--- src/rtl/stopwatch_bcd_counter.sv ---
// stopwatch_bcd_counter: M:SS.t BCD stopwatch advanced by rising edges of a 10 Hz wave.
// Optional lap hold (freeze displayed digits) enabled by STOPWATCH_LAP_HOLD_EN.
module stopwatch_bcd_counter #(
  parameter int MIN_MAX = 9
) (
  input  logic       clk,
  input  logic       rst,
  input  logic       slow_clk,
  input  logic       start_stop,
  input  logic       clear,
`ifdef STOPWATCH_LAP_HOLD_EN
  input  logic       lap,
  output logic       lap_active,
`endif
  output logic [3:0] tenths,
  output logic [3:0] sec_ones,
  output logic [3:0] sec_tens,
  output logic [3:0] minutes,
  output logic       running,
  output logic       rollover
);
  localparam logic [3:0] MMAX = 4'(MIN_MAX);
  typedef enum logic [1:0] {IDLE, RUN, PAUSE} state_t;
  state_t state_q, state_d;
  logic slow_q, ss_q, clr_q, running_q, rollover_q;
  logic tick, ss_ev, clr_ev, adv, zero, c1, c2, c3, c4;
  logic [3:0] t_q, t_d, so_q, so_d, st_q, st_d, m_q, m_d;
  logic [15:0] live;
  always_comb begin
    tick = slow_clk & ~slow_q;
    ss_ev = start_stop & ~ss_q;
    clr_ev = clear & ~clr_q;
    // clear beats start_stop in PAUSE; clear is ignored in RUN
    state_d = (state_q == PAUSE && clr_ev) ? IDLE :
              ss_ev ? (state_q == RUN ? PAUSE : RUN) : state_q;
    zero = clr_ev && state_q != RUN;
    adv = state_q == RUN && tick;
    c1 = adv && t_q == 4'd9;
    c2 = c1 && so_q == 4'd9;
    c3 = c2 && st_q == 4'd5;
    c4 = c3 && m_q == MMAX;
    t_d = zero ? 4'd0 : adv ? (c1 ? 4'd0 : t_q + 4'd1) : t_q;
    so_d = zero ? 4'd0 : c1 ? (c2 ? 4'd0 : so_q + 4'd1) : so_q;
    st_d = zero ? 4'd0 : c2 ? (c3 ? 4'd0 : st_q + 4'd1) : st_q;
    m_d = zero ? 4'd0 : c3 ? (c4 ? 4'd0 : m_q + 4'd1) : m_q;
  end
  always_ff @(posedge clk or posedge rst) begin
    if (rst) begin
      state_q <= IDLE;
      slow_q <= 1'b0;
      ss_q <= 1'b0;
      clr_q <= 1'b0;
      running_q <= 1'b0;
      rollover_q <= 1'b0;
      t_q <= 4'd0;
      so_q <= 4'd0;
      st_q <= 4'd0;
      m_q <= 4'd0;
    end else begin
      state_q <= state_d;
      slow_q <= slow_clk;
      ss_q <= start_stop;
      clr_q <= clear;
      running_q <= state_d == RUN;
      rollover_q <= c4;
      t_q <= t_d;
      so_q <= so_d;
      st_q <= st_d;
      m_q <= m_d;
    end
  end
  assign live = {m_q, st_q, so_q, t_q};
  assign running = running_q;
  assign rollover = rollover_q;
`ifdef STOPWATCH_LAP_HOLD_EN
  logic lap_q, lap_ev, lap_active_q, lap_active_d;
  logic [15:0] hold_q, hold_d;
  always_comb begin
    lap_ev = lap & ~lap_q;
    lap_active_d = lap_active_q ? ~(lap_ev | ss_ev | (state_d == IDLE)) :
                   (lap_ev & ~ss_ev & (state_q == RUN));
    hold_d = (!lap_active_q && lap_active_d) ? live : hold_q;
  end
  always_ff @(posedge clk or posedge rst) begin
    if (rst) begin
      lap_q <= 1'b0;
      lap_active_q <= 1'b0;
      hold_q <= 16'd0;
    end else begin
      lap_q <= lap;
      lap_active_q <= lap_active_d;
      hold_q <= hold_d;
    end
  end
  assign lap_active = lap_active_q;
  assign {minutes, sec_tens, sec_ones, tenths} = lap_active_q ? hold_q : live;
`else
  assign {minutes, sec_tens, sec_ones, tenths} = live;
`endif
endmodule

--- config.mk ---
export PLATFORM = sky130hd
export DESIGN_NAME = stopwatch_bcd_counter
export DESIGN_NICKNAME = d
export VERILOG_FILES = /design/src/rtl/stopwatch_bcd_counter.sv
export SDC_FILE = /design/constraint.sdc
export NUM_CORES = 1
export LEC_CHECK = 0
export CAP_MARGIN = 20
export CORE_MARGIN = 3
export CORE_UTILIZATION = 35
export DETAILED_ROUTE_END_ITERATION = 8
export PLACE_DENSITY = 0.57
export SKIP_LAST_GASP = 1
export SLEW_MARGIN = 5
export SYNTH_ARGS = -nofsm -noshare
export SYNTH_HDL_FRONTEND = slang
export SYNTH_SLANG_ARGS = --single-unit
--- constraint.sdc ---
create_clock -name clk -period 1.77 [get_ports clk]
set_clock_uncertainty 0.2 [all_clocks]
set_input_delay 0.177 -clock clk [delete_from_list [all_inputs] [get_ports clk]]
set_output_delay 0.177 -clock clk [all_outputs]
set_load 0.1 [all_outputs]
# [After elaboration in Yosys (flattened, before gate mapping)]
# Cells that the tools add are included.
[classes] n_bitwise=6 n_addsub=4 muxes=15 eq_ne=8 n_reduce_logical=11
[ops] operator="two-way mux 4 bit" count=12
[ops] operator="adder 4 x 1 -> 4 bit (second input constant)" count=4
[ops] operator="equality test 4 bit (second input constant)" count=3
[ops] operator="nonzero test 2 bit" count=4
[ops] operator="logical AND 1 bit" count=7
[ops] operator="two-way mux 2 bit" count=3
[ops] operator="equality test 2 x 1 -> 1 bit (second input constant)" count=2
[ops] operator="equality test 4 x 3 -> 1 bit (second input constant)" count=1
[ops] operator="bitwise AND 1 bit" count=3
[ops] operator="NOT 1 bit" count=3
[ops] operator="equality test 2 bit (second input constant)" count=1
[ops] operator="inequality test 2 x 1 -> 1 bit (second input constant)" count=1
[totals] wordCells=54 reg_bits=23 in_bits=5

# [Longest topological paths before layout]
# Gate-level depths: netlist (run 1).
[logic_depth] depth_word=10 mapped_depth=7 mapped_depth_nobuf=6

# [Least setup slack after synthesis (run 1)]
# Ideal clock, no wire load.
[synth_timing] path_kind="register to register" start="register t_q[0] (netlist: tenths[0])" end="register m_q[2] (netlist: minutes[2])" synth_period_minus_slack_ps=2606 t_required_ps=1492 setup_ps=78 setup_slack_ps=-836 path_stages_with_launch=7 arrival_ps=2328 cell_sequence="dfrtp_1 ha_1 and3b_1 buf_2 nand4_4 or4_1 a21oi_1"
[synth_between] elab_chain_cells=8 elab_cells_between_ends=9
[synth_lines] element="start, declared" line_no="27" source="logic [3:0] t_q, t_d, so_q, so_d, st_q, st_d, m_q, m_d;"
[synth_lines] element="start signal, assigned" line_no="66" source="t_q <= t_d;"
[synth_lines] element="equality test 4 bit (*)" line_no="38" source="c1 = adv && t_q == 4'd9;"
[synth_lines] element="logical AND 1 bit (*)" line_no="38"
[synth_lines] element="logical AND 1 bit (*)" line_no="39" source="c2 = c1 && so_q == 4'd9;"
[synth_lines] element="logical AND 1 bit (*)" line_no="40" source="c3 = c2 && st_q == 4'd5;"
[synth_lines] element="logical AND 1 bit" line_no="41" source="c4 = c3 && m_q == MMAX;"
[synth_lines] element="two-way mux 4 bit (3 in series)" line_no="45" source="m_d = zero ? 4'd0 : c3 ? (c4 ? 4'd0 : m_q + 4'd1) : m_q;"
[synth_lines] element="end signal, assigned" line_no="69" source="m_q <= m_d;"
[synth_lines] element="end, declared" line_no="27"
# Mark *: on every way between the ends. The rest lies on a longest branch, timed or not. The select of a mux whose other input is x is not followed.
# A chain may end at the register's enable or synchronous reset.

# [Worst setup path after layout (run 1)]
[layout_timing] start="register t_q[1] (netlist: tenths[1])" end="register m_q[2] (netlist: minutes[2])"
# The elaborated chain is that of the path after synthesis.

==> metrics.cfg, run 1 <==
[run_status]
status=finished with violations
violations=setup timing

[synthesis]
synthFlopType=dfrtp_1
synth_mux_area_frac=0.00822
yosys_warnings=0
syn_inst=126
ys_seq_elements=23
synth-edff-count=0
yosysSeqAreaShare=0.473
syn-num-nets=139
synthAdderAreaFrac=0.0822
yosys.area_share.simple=0.263
postSynthAreaPerCell_um2=9.66
synth_compound_area_frac=0.121
async_reset_ff_frac=1.00
ys_types=35
synth_top_family_by_area=simple AND/OR/NAND/NOR gates
synth_area_um2=1220
synth_xor_area_frac=0.00719

[placed_design]
place_area_um2=1920
gp_congestion=0.799
dp_hpwl_um=2280
io_buffers=22

[timing]
whs_ns=0.123
period_share=1.11
setup_viol=10
worst_slew_pin_slew_ns=0.435
final.setup.tns_ns=-1.12
rsz0062_at_grt=yes
final-hold-violation-count=0
clock.fmax_ghz=0.510
final.min_clock_period_ns=1.96
slew_headroom=0.709
final_max_slew_viol_count=0
setup_ws_ns=-0.190

[routing]
vias=1123
first_iter_violations=29
wl_met2_um=1510
via_per_inst=4.95
met1_length_um=1450
drc_errors=0
routed.top_layer=met4
wirelength_um=3070
firstDrtPassIters=4
detail-route-antenna-nets=0
wire_per_inst_um=13.5
wl_met3_um=80

[floorplanning]
core.rowCount=20
die_y_um=65.0
dieWidth_um=65.0
coreArea_um2=3180
dieArea_um2=4220
io_pins=23
initial_core_util=0.383

[power_and_ir_drop]
sw_frac_of_total=0.384
intPower_mw=0.928
power_frac_comb=0.424
power_density_nw_per_um2=714
power.share.clock=0.159
peakVddDrop_uv=530
p_leak_nw=0.916
pwr-share-seq=0.417
p_switching_mw=0.579

[critical_path]
start_kind=register
slowest_delay_ns=0.50
crit_family=simple AND/OR/NAND/NOR gates
rrSetupSlack_ns=-0.19
crit_type=register to register
crit_path_end_kind=register
cp_cell_sequence=inv_2 > ha_4 > and3b_2 > nand4_4 > or4_1 > a21oi_1
rr_worst_depth=6
critPathSlowestCell=dfrtp_4
arrival_ns=2.00
path_max_fanout=5
cp.required_ns=1.81
worstSetupPathDepth=6
critPathBufInv=1

[clocking]
tritoncts=done
htreeDepth=1
clock-sinks=23
cts.clk_slew.worst_paths_ns=0.13
clk_latency_ns=0.31
numCtsBuffers=3
clock_path_buffers=2
cts-root-buf=clkbuf_4

[finish]
synthToLayoutAreaGrowth_pct=73.3
utilization=0.664
n_antenna_cell=0
fillers=258
layout-drive-gt1-share=0.536
fin_area_um2=2110
fin_nets=197

[worst_hold_path]
hold_path_depth=1
hp-class=input port to register

[global_route]
first_global_vias=1097
grt.total_usage=0.156
grt_antenna_before_repair=0
grt_max_degree=24
grt_pass1_wl_um=5180
grt_remaining_overflow=0

[job]
cap_violations=0

-- path summary, 6_finish.rpt --
path / endpoint / startpoint
setup / recovery: minutes[2] / tenths[1]
min in group asynchronous: rollover / rst
hold reg to reg: state_q[1] / clr_q
hold / removal: ss_q / start_stop
setup reg to reg: minutes[2] / tenths[1]
max in group asynchronous: sec_tens[0] / rst
-- area by class of cell --
type / instances / area, um2 / share of cell area
Timing Repair Buffer: 57 / 673 / 0.319
Clock inverter: 1 / 5.00 / 0.00237
Clock buffer: 3 / 22.5 / 0.0107
Sequential cell: 23 / 608 / 0.288
Tap cell: 44 / 55.1 / 0.0261
Inverter: 8 / 30.0 / 0.0142
Multi-Input combinational cell: 91 / 716 / 0.339
-- Yosys cell counts (all sizes together), types with 2 or more instances --
cell type  number  area, um2
and3            2       12.5
dfrtp          23        576
nand3           5       25.0
inv             8       30.0
buf             3       21.3
nor3            2       10.0
and3b           3       26.3
or3             7       43.8
o21ai           4       20.0
a311oi          2       17.5
nand4           2       27.5
nor2           11       41.3
ha              8        100
nand2          14       52.6
a21oi          14       70.1
-- metal layers --
layer	vias to the layer above	GRT usage
li1	563	-
met1	543	0.208
met2	15	0.258
met5	-	0
met3	2	0.0260
met4	0	0.0475
-- state kept, by name (all words and copies together) (netlist names) --
name,count
sec_ones,4
tenths,4
state_q,2
sec_tens,4
running,1
minutes,4
ss_q,1
rollover,1
clr_q,1
slow_q,1
-- placed cells by master (no fill, tap or decap), types with 2 or more instances in the layout --
| cell | instances |
|---|---|
| and3_1 | 2 |
| or3_1 | 4 |
| buf_4 | 32 |
| nand3_1 | 2 |
| nor2_2 | 2 |
| clkbuf_4 | 3 |
| and3b_2 | 3 |
| ha_4 | 3 |
| nand2_1 | 14 |
| dfrtp_2 | 8 |
| nor3_1 | 2 |
| or3_4 | 3 |
| nor2_1 | 9 |
| a311oi_1 | 2 |
| a21oi_1 | 10 |
| inv_2 | 3 |
| buf_6 | 2 |
| clkdlybuf4s50_1 | 4 |
| nand3_4 | 2 |
| buf_12 | 18 |
| dfrtp_4 | 6 |
| o21ai_0 | 4 |
| inv_1 | 5 |
| ha_1 | 5 |
| a21oi_2 | 4 |
| dfrtp_1 | 9 |
-- metrics by stage --
stage / power [mW] / instances / setup slack, ns
2_1_floorplan: 0.996 / 126 / -0.327
5_1_grt: 1.58 / 227 / -0.260
3_3_place_gp: 1.25 / 216 / -0.250
3_5_place_dp: 1.26 / 216 / -0.287
6_report: 1.51 / 227 / -0.190
4_1_cts: 1.51 / 225 / -0.194
-- cell families (layout without fill, tap and decap cells) --
family,count (synthesis),count (layout)
simple gates,56,56
fa+ha+maj,8,8
compound gates,25,25
buf+inv,12,69
xor+xnor,1,1
flops,23,23
mux,1,1
-- power groups by stage --
stage               logic [mW]  clock network [mW]  registers (mW)
floorplan                0.147                   0           0.849
global placement         0.612                   0           0.634
detailed placement       0.621                   0           0.637
CTS                      0.629               0.255           0.627
global route             0.678               0.268           0.638
finish                   0.638               0.240           0.628
-- timing repair --
item,4_1_cts,5_1_grt
hold buffers,1,0
gates cloned,0,0
pin swaps,6,12
endpoints found under the hold margin,13,0
buffers inserted,4,2
gates resized for setup,11,17
endpoints found under the setup margin,12,13
Power figures use the tool's default switching activity.
==> run 2: changes to the inputs <==
Settings changed: REMOVE_ABC_BUFFERS set to 1.
==> run 2 against run 1 <==
  * The run still ends with setup timing left
  * Worst setup slack gained 0.062 ns
  * Highest routed layer unchanged
  * Sequential cell count did not move
  * Count of clock-buffer cells in the layout increased by 1
  * Sequential power decreased by 1%
  * Clock power about the same
  * First-iteration DRC count increased by 90%
==> metrics.cfg, run 2 (synthesis gave the netlist of run 1 again) <==
[worst_hold_path]
hold_path_depth=1
min_to=clr_q
hp-start=clear
hp-class=input port to register

[finish]
layout-drive-gt1-share=0.429
fillers=256
fin_nets=198
layout_commonest_cell=buf_4
layout_common_cells=buf_4 (35), dfrtp_1 (23), buf_12 (18)
synthToLayoutAreaGrowth_pct=65.5
n_antenna_cell=0

[critical_path]
reg2reg_to=minutes[2]
path_max_fanout=5
cp.required_ns=1.81
rr_worst_depth=6
crit_type=register to register
arrival_ns=1.94
start_kind=register
crit_path_end_kind=register
rrSetupSlack_ns=-0.13
reg2reg_from=tenths[1]

[routing]
firstDrtPassIters=4
wirelength_um=2950
first_iter_violations=55
vias=1127
wire_per_inst_um=12.9
via_per_inst=4.94
detail-route-antenna-nets=0
drc_errors=0

[clocking]
htreeDepth=1
clock_path_buffers=2
tritoncts=done
clock-sinks=23
cts.clk_slew.worst_paths_ns=0.13
cts-root-buf=clkbuf_4
clk_latency_ns=0.30
numCtsBuffers=3

[floorplanning]
die_y_um=65.0
coreArea_um2=3180
dieArea_um2=4220
initial_core_util=0.383
dieWidth_um=65.0
io_pins=23
core.rowCount=20

[power_and_ir_drop]
p_leak_nw=0.935
peakVddDrop_uv=734
finalPower_mw=1.51
power_density_nw_per_um2=750

[timing]
clock.fmax_ghz=0.527
setup_ws_ns=-0.128
period_share=1.07
final-hold-violation-count=0
final_max_slew_viol_count=0
final.setup.tns_ns=-0.373
slew_headroom=0.802
setup_viol=7
final.min_clock_period_ns=1.90
rsz0062_at_grt=yes
worst_slew_pin_slew_ns=0.297

[placed_design]
dp_hpwl_um=2120
io_buffers=22
gp_congestion=0.760

[job]
cap_violations=0

[global_route]
grt_max_degree=24
first_global_vias=1157
grt_remaining_overflow=0
grt.total_usage=0.150
grt_pass1_wl_um=5070
grt_antenna_before_repair=0

[run_status]
violations=setup timing
status=finished with violations

-- run 2: cell count changes in the layout (fill, tap and decap cells not counted), sizes merged --
| cell | delta |
|---|---|
| clkinv | -1 |
| clkbuf | +1 |
| buf | +1 |
-- run 2: timing repair --
action / CTS / global route
endpoints found under the setup margin: 10 / 15
hold buffers: 1 / 0
buffers inserted: 3 / 4
resized for setup: 6 / 17
endpoints found under the hold margin: 16 / 0
pin swaps: 6 / 7
-- run 2: power breakdown --
group	total [mW]	internal, mW	switching, mW
Clock	0.243	0.0877	0.155
Sequential	0.621	0.578	0.0428
Combinational	0.648	0.274	0.374
-- run 2: worst max path at each step --
stage                     start          to  slack, ns  cells after the start
detailed placement     slow_clk  minutes[2]      -0.29                      5
floorplan             tenths[0]  minutes[2]      -0.88                      5
CTS                 sec_ones[1]  minutes[2]      -0.13                      6
global placement       slow_clk  minutes[2]      -0.23                      5
global route        sec_tens[1]  minutes[2]      -0.19                      6
finish                tenths[1]  minutes[2]      -0.13                      6
-- run 2: stage by stage --
stage	area [um2]	utilization	setup slack, ns	hold slack [ns]	std cells
finish	2010	0.634	-0.128	0.122	228
global route	2010	0.634	-0.187	0.110	228
CTS	1930	0.607	-0.133	0.108	224
detailed placement	1860	0.585	-0.293	0.342	216
global placement	1860	0.585	-0.226	0.336	216
floorplan	1190	-	-0.884	-0.0211	122
-- run 2: final cells by class --
class | count | area, um2 | area share
Inverter | 8 | 30.0 | 0.0149
Timing Repair Buffer | 58 | 673 | 0.334
Clock buffer | 4 | 26.3 | 0.0130
Multi-Input combinational cell | 91 | 654 | 0.325
Sequential cell | 23 | 576 | 0.286
Tap cell | 44 | 55.1 | 0.0273
-- run 2: critical path, cell delays in order (launching register included) --
cell	delay (ns)
dfrtp_1	0.40
inv_1	0.06
ha_2	0.17
and3b_2	0.26
nand4_4	0.14
or4_4	0.50
a21oi_2	0.12
-- run 2: layer usage --
metal,up-vias,share of wire,GRT usage
met5,-,0,0
li1,559,-,-
met3,4,0.034,0.0208
met1,546,0.45,0.194
met2,18,0.50,0.248
met4,0,0.010,0.0660
==> run 3: changes to the inputs <==
--- a/config.mk
+++ b/config.mk
@@ -8,3 +8,3 @@
 export CAP_MARGIN = 20
-export CORE_MARGIN = 3
+export CORE_MARGIN = 4
 export CORE_UTILIZATION = 35
==> constraint.sdc (replaced) <==
create_clock -name clk -period 1.77 [get_ports clk]
set_clock_uncertainty 0.2 [all_clocks]
set_input_delay 0.2655 -clock clk [delete_from_list [all_inputs] [get_ports clk]]
set_output_delay 0.2655 -clock clk [all_outputs]
set_load 0.1 [all_outputs]
==> run 3 against run 2 <==
  * The run still ends with setup timing left
  * Sequential power about the same
  * Sequential cell count is the same
  * Combinational power is 5.1% lower
  * Register-to-register slack got worse by 0.02 ns
  * Cell area down 1.1%
  * Total power shrank 1.7%
  * Sequential share of layout area grew 0.30 points
  * Die area grew 6.3%
  * Count of clock-buffer cells in the layout unchanged
  * Global-route usage is 0.71 points lower
==> metrics.cfg, run 3 (synthesis gave the netlist of run 1 again) <==
[run_status]
status=finished with violations
violations=setup timing

[finish]
synthToLayoutAreaGrowth_pct=63.7
utilization=0.597
layout_commonest_cell=buf_4
n_antenna_cell=0
layout-drive-gt1-share=0.393
layout_common_cells=buf_4 (33), dfrtp_1 (23), buf_12 (18)
fin_nets=197

[routing]
vias=1117
detail-route-antenna-nets=0
drc_errors=0
wirelength_um=2910
firstDrtPassIters=4
via_per_inst=4.88
first_iter_violations=64
wire_per_inst_um=12.7

[global_route]
grt_remaining_overflow=0
grt_max_degree=24
grt.total_usage=0.143
first_global_vias=1081
grt_pass1_wl_um=4870
grt_antenna_before_repair=0

[timing]
final.min_clock_period_ns=1.92
final_max_slew_viol_count=0
period_share=1.09
setup_viol=8
slew_headroom=0.801
worst_slew_pin_slew_ns=0.299
rsz0062_at_grt=yes
final-hold-violation-count=0
clock.fmax_ghz=0.520
setup_ws_ns=-0.152

[power_and_ir_drop]
pwr-share-seq=0.420
peakVddDrop_uv=732
power_density_nw_per_um2=745
finalPower_mw=1.49
sw_frac_of_total=0.383
power_frac_comb=0.414
p_switching_mw=0.569
p_leak_nw=0.924
power.share.clock=0.166
intPower_mw=0.917

[placed_design]
dp_hpwl_um=2180
io_buffers=22
gp_congestion=0.795

[critical_path]
crit_family=simple AND/OR/NAND/NOR gates
critPathSlowestCell=or4_4
start_kind=register
cp.required_ns=1.82
crit_path_end_kind=register
arrival_ns=1.97
slowest_delay_ns=0.50
path_max_fanout=5
cp_cell_sequence=inv_1 > ha_2 > and3b_2 > nand4_4 > or4_4 > a21oi_2
critPathBufInv=1
crit_type=register to register

[floorplanning]
coreArea_um2=3340
die_y_um=67.0
dieArea_um2=4490
dieWidth_um=67.0
core.rowCount=21
io_pins=23
initial_core_util=0.365

[job]
cap_violations=0

[clocking]
cts-root-buf=clkbuf_4
tritoncts=done
clock-sinks=23
htreeDepth=1
numCtsBuffers=3
cts.clk_slew.worst_paths_ns=0.13
clk_latency_ns=0.31
clock_path_buffers=2

[worst_hold_path]
hp-class=input port to asynchronous set/reset pin

[run 3: tightest hold or removal path: stages]
cell and delay (ns):
clkdlybuf4s50_1 0.40, inv_1 0.06, buf_4 0.29
[run 3: what timing repair did]
item / 4_1_cts / 5_1_grt
setup buffers: 5 / 4
hold endpoints to repair: 0 / 0
pin swaps: 7 / 5
resized for setup: 11 / 8
endpoints found under the setup margin: 11 / 12
hold buffers: 0 / 0
[run 3: final cells by class]
cell class | count | area (um2)
sequential | 23 | 576
timing repair buffer | 57 | 671
inverter | 8 | 30.0
fill | 300 | 1340
clock buffer | 4 | 26.3
tap | 46 | 57.6
multi-input combinational | 91 | 633
[run 3: through the flow]
stage | instances | instance area (um2) | hold slack (ns) | worst slack (ns) | TNS [ns]
global route | 229 | 1990 | 0.123 | -0.204 | -1.55
finish | 229 | 1990 | 0.0909 | -0.152 | -0.704
CTS | 226 | 1950 | 0.0912 | -0.132 | -0.594
detailed placement | 218 | 1860 | 0.361 | -0.440 | -4.92
floorplan | 122 | 1190 | 0.0674 | -0.884 | -9.96
global placement | 218 | 1860 | 0.337 | -0.324 | -3.83
[run 3: per-layer routing]
layer  part of all wire  track usage
met5                  0            0
met4             0.0048       0.0506
met3              0.028       0.0202
met2               0.51        0.239
met1               0.45        0.186
[run 3: path summary, 6_finish.rpt]
path	startpoint	end	slack, ns	cells past startpoint
setup / recovery	tenths[1]	minutes[2]	-0.15	6
hold / removal	rst	minutes[1]	0.09	3
setup reg to reg	tenths[1]	minutes[2]	-0.15	6
hold reg to reg	sec_ones[3]	sec_ones[3]	0.39	2
max in group asynchronous	rst	slow_q	1.05	3
min in group clk	clear	clr_q	0.21	1
[run 3: power by group through the flow]
stage	Clock (mW)	Sequential [mW]	Combinational, mW
after global routing	0.287	0.632	0.654
after CTS	0.263	0.623	0.602
after detailed placement	0	0.632	0.584
final	0.247	0.624	0.615
after floorplan	0	0.831	0.128
after global placement	0	0.629	0.571
